**src/rtl/dmem_arb.sv**
```systemverilog
// dmem_arb
// Shares the single-port data memory between the processing unit's
// load/store port and an external host port (loader / debug / DMA).
// At most one access is granted per cycle. The losing requester is stalled.
// Conflicts are settled round-robin.
// The host may lock the memory for a burst of consecutive grants. The burst
// is forcibly released after MAXBURST grants.
//
// Ports
//   clk, rst                       clock, asynchronous active-low reset
//   pu_req/pu_we/pu_addr/pu_wd     PU access request
//   pu_stall                       PU request not granted this cycle
//   pu_rd/pu_rvalid                registered PU read data, valid one cycle
//   hs_req/hs_we/hs_lock/hs_addr/hs_wd  host access request, lock hint
//   hs_gnt                         host request granted this cycle
//   hs_rd/hs_rvalid                registered host read data, valid one cycle
//   m_we/m_addr/m_wd/m_rd          data memory port (m_rd combinational)
module dmem_arb #(
  parameter int AW       = 8,
  parameter int DW       = 32,
  parameter int MAXBURST = 8
) (
  input  logic          clk,
  input  logic          rst,
  input  logic          pu_req,
  input  logic          pu_we,
  input  logic [AW-1:0] pu_addr,
  input  logic [DW-1:0] pu_wd,
  output logic          pu_stall,
  output logic [DW-1:0] pu_rd,
  output logic          pu_rvalid,
  input  logic          hs_req,
  input  logic          hs_we,
  input  logic          hs_lock,
  input  logic [AW-1:0] hs_addr,
  input  logic [DW-1:0] hs_wd,
  output logic          hs_gnt,
  output logic [DW-1:0] hs_rd,
  output logic          hs_rvalid,
  output logic          m_we,
  output logic [AW-1:0] m_addr,
  output logic [DW-1:0] m_wd,
  input  logic [DW-1:0] m_rd
);

  typedef enum logic {ARB, LOCK} state_t;

  localparam logic [7:0] MAX_CNT = 8'(MAXBURST);

  state_t     state;
  logic       last;        // 1 = host was granted most recently
  logic [7:0] cnt;         // locked host grants so far in the current burst
  logic [7:0] burst_next;  // burst length including this cycle's grant
  logic       lock_hold;   // LOCK state and host still asking to keep it
  logic       pu_grant;
  logic       hs_grant;

  // Grant decision. The host keeps the memory outright only while locked and
  // still requesting with the lock. Every other case, including the cycle a
  // lock is dropped, uses round-robin rules. Nothing is granted during reset.
  always_comb begin
    pu_grant  = 1'b0;
    hs_grant  = 1'b0;
    lock_hold = (state == LOCK) && hs_req && hs_lock;
    if (rst) begin
      if (lock_hold) begin
        hs_grant = 1'b1;
      end else if (pu_req && hs_req) begin
        if (last) pu_grant = 1'b1;
        else      hs_grant = 1'b1;
      end else if (pu_req) begin
        pu_grant = 1'b1;
      end else if (hs_req) begin
        hs_grant = 1'b1;
      end
    end
    burst_next = lock_hold ? cnt + 8'd1 : 8'd1;
  end

  assign pu_stall = pu_req & ~pu_grant;
  assign hs_gnt   = hs_grant;

  // The memory port follows the granted requester. It is zeroed when idle.
  always_comb begin
    m_we   = 1'b0;
    m_addr = '0;
    m_wd   = '0;
    if (pu_grant) begin
      m_we   = pu_we;
      m_addr = pu_addr;
      m_wd   = pu_wd;
    end else if (hs_grant) begin
      m_we   = hs_we;
      m_addr = hs_addr;
      m_wd   = hs_wd;
    end
  end

  // Lock FSM, round-robin pointer and read-return registers.
  // A locked host grant that brings the burst to MAXBURST drops back to ARB.
  // last is then left at host, so the PU wins the next conflict.
  always_ff @(posedge clk or negedge rst) begin
    if (!rst) begin
      state     <= ARB;
      last      <= 1'b1;
      cnt       <= 8'd0;
      pu_rd     <= '0;
      hs_rd     <= '0;
      pu_rvalid <= 1'b0;
      hs_rvalid <= 1'b0;
    end else begin
      pu_rvalid <= pu_grant && !pu_we;
      hs_rvalid <= hs_grant && !hs_we;
      if (pu_grant && !pu_we) pu_rd <= m_rd;
      if (hs_grant && !hs_we) hs_rd <= m_rd;

      if (pu_grant)      last <= 1'b0;
      else if (hs_grant) last <= 1'b1;

      if (hs_grant && hs_lock && (burst_next < MAX_CNT)) begin
        state <= LOCK;
        cnt   <= burst_next;
      end else begin
        state <= ARB;
        cnt   <= 8'd0;
      end
    end
  end

endmodule

```
**config.mk**
```make
export PLATFORM = sky130hd
export DESIGN_NAME = dmem_arb
export DESIGN_NICKNAME = d
export VERILOG_FILES = /design/src/rtl/dmem_arb.sv
export SDC_FILE = /design/constraint.sdc
export NUM_CORES = 1
export LEC_CHECK = 0
export ABC_CLOCK_PERIOD_IN_PS = 2400
export CORE_UTILIZATION = 35
export DETAILED_ROUTE_END_ITERATION = 8
export GPL_TIMING_DRIVEN = 0
export HOLD_SLACK_MARGIN = 0.08
export PLACE_DENSITY = 0.8
export SKIP_CTS_REPAIR_TIMING = 1
export SLEW_MARGIN = 20
export SYNTH_ARGS = -nofsm -noshare
export SYNTH_HDL_FRONTEND = slang
export SYNTH_SLANG_ARGS = --single-unit
```
**constraint.sdc**
```tcl
create_clock -name clk -period 2.4 [get_ports clk]
set_input_delay 0.24 -clock clk [delete_from_list [all_inputs] [get_ports clk]]
set_output_delay 0.24 -clock clk [all_outputs]
set_load 0.1 [all_outputs]
```
== After elaboration in Yosys (flattened, before gate mapping) ==
Cells that the tools add are included.
Storage, ports and cells
  register bits after elaboration: 76
  input bits: 119
  word-level logic and storage cells: 43
Operators by class
  add/sub/neg operators: 1
  order comparisons: 1
  muxes and demuxes: 22
  bitwise gates (word level): 2
  reductions and logical operators: 10
Operators with widths (count)
  32-bit two-way mux: 2
  8-bit two-way mux: 4
  1-bit two-way mux: 16
  8-bit by 1-bit adder with 8-bit output (second input constant): 1
  8-bit by 4-bit less-than comparator with 1-bit output (second input constant): 1
  1-bit logical AND: 7
  1-bit logical NOT: 2
  2-bit nonzero test: 1
  1-bit AND: 1
  1-bit NOT: 1

== Longest topological paths before layout ==
  depth in word-level cells: 8
  depth in mapped cells: 6
  depth with buffers taken out: 5

== Least setup slack after synthesis ==
Ideal clock, no wire load.
  path kind: register -> output
  from: register state
  to: output port m_addr[0]
  arrival time: 2.682 ns
  data required time: 2.160 ns
  slack: -0.522 ns
  stages on the path, launching flop included: 5
  buffers on the path: 1
  path through: dfrtp_1 nand2_1 a31oi_2 clkbuf_1 a22o_1
Between the ends
  cells in the longest elaborated chain, start to end: 6
  elaborated cells between the ends (all ways): 8
RTL lines
  start: declaration: line 50  | state_t state;
  start signal: assignment: line 104  | state <= ARB;
  start signal: assignment: line 121  | state <= LOCK;
  start signal: assignment: line 124  | state <= ARB;
  1-bit logical AND (2 in a row): line 64  | lock_hold = (state == LOCK) && hs_req && hs_lock;
  1-bit two-way mux: line 66  | if (lock_hold) begin
  1-bit two-way mux: line 65  | if (rst) begin
  net hs_gnt: line 37  | output logic hs_gnt,
  8-bit two-way mux: line 92  | end else if (hs_grant) begin
  8-bit two-way mux: line 88  | if (pu_grant) begin
  end: declaration: line 41  | output logic [AW-1:0] m_addr,
The timed path passes the listed nets, and every way through them passes these cells.

== Final worst setup path ==
  from: register last
  to: output port m_wd[28]
Between the ends
  cells in the longest elaborated chain, start to end: 6
  elaborated cells between the ends (all ways): 10
RTL lines
  start: declaration: line 51  | logic last;
  start signal: assignment: line 105  | last <= 1'b1;
  start signal: assignment: line 117  | if (pu_grant) last <= 1'b0;
  start signal: assignment: line 118  | else if (hs_grant) last <= 1'b1;
  1-bit two-way mux: line 69  | if (last) pu_grant = 1'b1;
  1-bit two-way mux: line 68  | end else if (pu_req && hs_req) begin
  1-bit two-way mux: line 66
  1-bit two-way mux: line 65
  32-bit two-way mux: line 92
  32-bit two-way mux *: line 88
  end: declaration: line 42  | output logic [DW-1:0] m_wd,
Every way passes the cells marked *; elsewhere a longest branch is shown, timed or not.

==> impl_metrics.toml <==
[outcome]
status = "complete, but fails checks"
failed_checks = "negative setup slack"

[timing]
timing.final.setup_violations = 1
timing_hold_violations_final = 0
post-route-min-period_ns = 2.40
whs_ns = 0.427
fin_worst_setup_slack_ns = -0.00303
worst_clock_skew_ns = 0.00766
slew_violations = 0
timing_worst_slew_pin_value_ns = 1.02
achievable-frequency_ghz = 0.416
relSlewSlack = 0.315
final.period_utilization = 1.00
grt_setup_unrepaired = "yes"

[cells_and_area]
drive_gt1_frac = 0.301
total_area_of_multi_input_combinational_cells_um2 = 1350
most-common-layout-cells = "183 x clkdlybuf4s50_1, 75 x dfrtp_1, 57 x mux2_2"
sequential_cell_area_um2 = 1900
final_common_cell = "clkdlybuf4s50_1"
nFillCells = 727
nNetsFinal = 604
area_growth_pct = 80.5
num_antenna_cells = 0

[clock_tree]
cts.root.buffer_cell = "clkbuf_8"
clock_latency_ns = 0.34
cts_tree = "built"
path_clk_slew_ns = 0.07
cts_made_buffers = 9
numClockSinks = 76
cts_max_level = 3
clockBufferDepth = 2

[worst_setup_path]
worst_ep_required_time_ns = 2.16
crit_buf_inv = 2
cp_num_cells = 5
kind_of_cell_with_the_highest_combined_delay_on_the_critical_path = "compound AO/OA/AOI/OAI gates"
worstRegToRegCells = 6
cp_data_arrival_time_ns = 2.16
critical_path.max_stage_delay_ns = 0.56
crit_slowest_cell = "dfstp_2"
worstPathCellList = "a21bo_2 > a21oi_4 > buf_2 > a22o_1 > clkbuf_4"
worst_setup_path_end_kind = "output port"
cp-start-kind = "flop"
criticalPathCategory = "reg2out"
timing.critical_path.fanout_max = 10

[routing]
wirelength_um = 9960
vias = 2957
first_iter_violations = 41
drcViolationCount = 0
detail_route.vias_per_cell = 4.79
firstDrtPassIters = 4
drtAntennaViolNets = 0
wl_per_cell_um = 16.1

[die]
rows = 35
chipWidth_um = 99.8
initial_util = 0.362
floorplan.io_pins = 228
die_h_um = 99.8
core_um2 = 9240
fp.dieArea_um2 = 9950

[power_and_ir_drop]
p_sw_frac = 0.531
sequential_share_of_power = 0.262
power_frac_clock = 0.147
netSwitchingPower_mw = 3.49
p_comb_frac = 0.591
finalPower_mw = 6.57
max-vdd-ir-drop_mv = 0.467
static-leakage-power_nw = 2.58
power_density_nw_per_um2 = 1090
internal_power_mw = 3.08

[run]
max_cap_violations = 0

[grt]
grt_start_max_net_pins = 50
globalRoute.totalOverflow = 0
first_global_vias = 3139
antenna_found_initial = 0
global_route.usage.total = 0.200
first_pass_grt_wire_length_um = 15300

[logic_synthesis]
synth-edff-count = 0
synth_cells = 236
seq_area_frac_synth = 0.569
unique_cell_type_count_in_the_yosys_netlist = 31
synth-main-ff-cell = "dfrtp_1"
synth.avg_cell_area_um2 = 14.2
yosys_register_bits = 76
synth_area_um2 = 3340
synth_async_sr_flop_share = 1.00
yosys_warn_count = 0

[worst_hold_path]
whs_path_depth = 5
min_path_type = "in2reg"

[placed_design]
placement.io_buffers = 227
dp_hpwl_um = 7950
gpl_congestion = 0.814
==> synthesized netlist by cell type (2+ instances only) <==
library cell | instances | share of area
clkbuf_1 | 8 | 0.0090
nor2b_1 | 3 | 0.0056
a22o_1 | 41 | 0.11
nor2_1 | 2 | 0.0022
dfrtp_1 | 75 | 0.56
nand2_1 | 5 | 0.0056
a21oi_1 | 2 | 0.0030
a31oi_1 | 2 | 0.0037
mux2_1 | 7 | 0.024
nor3_1 | 4 | 0.0060
nor4b_1 | 2 | 0.0052
buf_6 | 6 | 0.020
nand3_1 | 4 | 0.0060
buf_4 | 2 | 0.0045
mux2_2 | 57 | 0.19
==> worst reg2reg max path, cell delays in order, from the launching register on <==
cell	delay, ns
dfstp_2	0.56
a21bo_2	0.24
a21oi_4	0.25
nor2b_1	0.16
buf_4	0.17
buf_6	0.17
mux2_2	0.35
==> final timing paths <==
check,startpoint,end,slack [ns]
worst max-delay path,last,m_wd[28],-0.003
worst min-delay path,rst,cnt[1],0.43
worst max register to register,last,pu_rd[22],0.39
worst min register to register,pu_rd[30],pu_rd[30],0.50
max in group asynchronous,rst,hs_rd[12],1.59
min in group asynchronous,rst,hs_rd[21],0.53
==> per-stage QoR <==
stage	instances	instance area [um2]	worst slack, ns	utilization	TNS, ns
3_3_place_gp	596	5800	-3.53	0.628	-434.45
3_5_place_dp	597	5820	-1.12	0.630	-49.49
6_report	617	6040	-0.00303	0.653	-0.00303
4_1_cts	612	6020	-1.10	0.652	-43.71
2_1_floorplan	240	3370	0.0834	-	0
5_1_grt	617	6040	-0.100	0.653	-2.38
==> per-layer routing <==
metal | global-route usage | share of wire | vias to the layer above
li1 | - | - | 1380
met1 | 0.206 | 0.36 | 1413
met2 | 0.371 | 0.53 | 140
met3 | 0.0647 | 0.079 | 24
met4 | 0.0848 | 0.025 | 0
met5 | 0 | 0 | -
==> logic make-up (layout without fill, tap and decap cells) <==
family,after synthesis,count (layout),synth area share
xor gates and xnor gates,2,2,0.00524
adders and majority gates,1,1,0.00374
buffers and inverters,17,265,0.0348
DFF,76,76,0.569
muxes,64,64,0.215
other,1,5,0.00112
AOI/OAI and AO/OA,51,51,0.132
and+or+nand+nor,24,24,0.0385
==> flip-flops by register name, summed over array words and instances, names as in the netlist <==
| register | count |
|---|---|
| hs_rd | 32 |
| pu_rd | 32 |
| cnt | 8 |
| hs_rvalid | 1 |
| last | 1 |
| pu_rvalid | 1 |
| state | 1 |
==> power groups by stage <==
stage	Sequential, mW	Clock, mW	Combinational (mW)
detailed placement	1.75	0	3.90
global route	1.76	1.06	3.98
floorplan	3.79	0	0.821
CTS	1.72	0.996	3.91
finish	1.72	0.966	3.88
global placement	1.73	0	3.87
==> area by class of cell <==
class | count | area share
Buffer | 16 | 0.0211
Clock buffer | 11 | 0.0251
Clock inverter | 4 | 0.00808
Inverter | 1 | 0.000622
Multi-Input combinational cell | 147 | 0.224
Sequential cell | 76 | 0.315
Tap cell | 129 | 0.0267
Timing Repair Buffer | 233 | 0.380
Power figures use the tool's default switching activity.
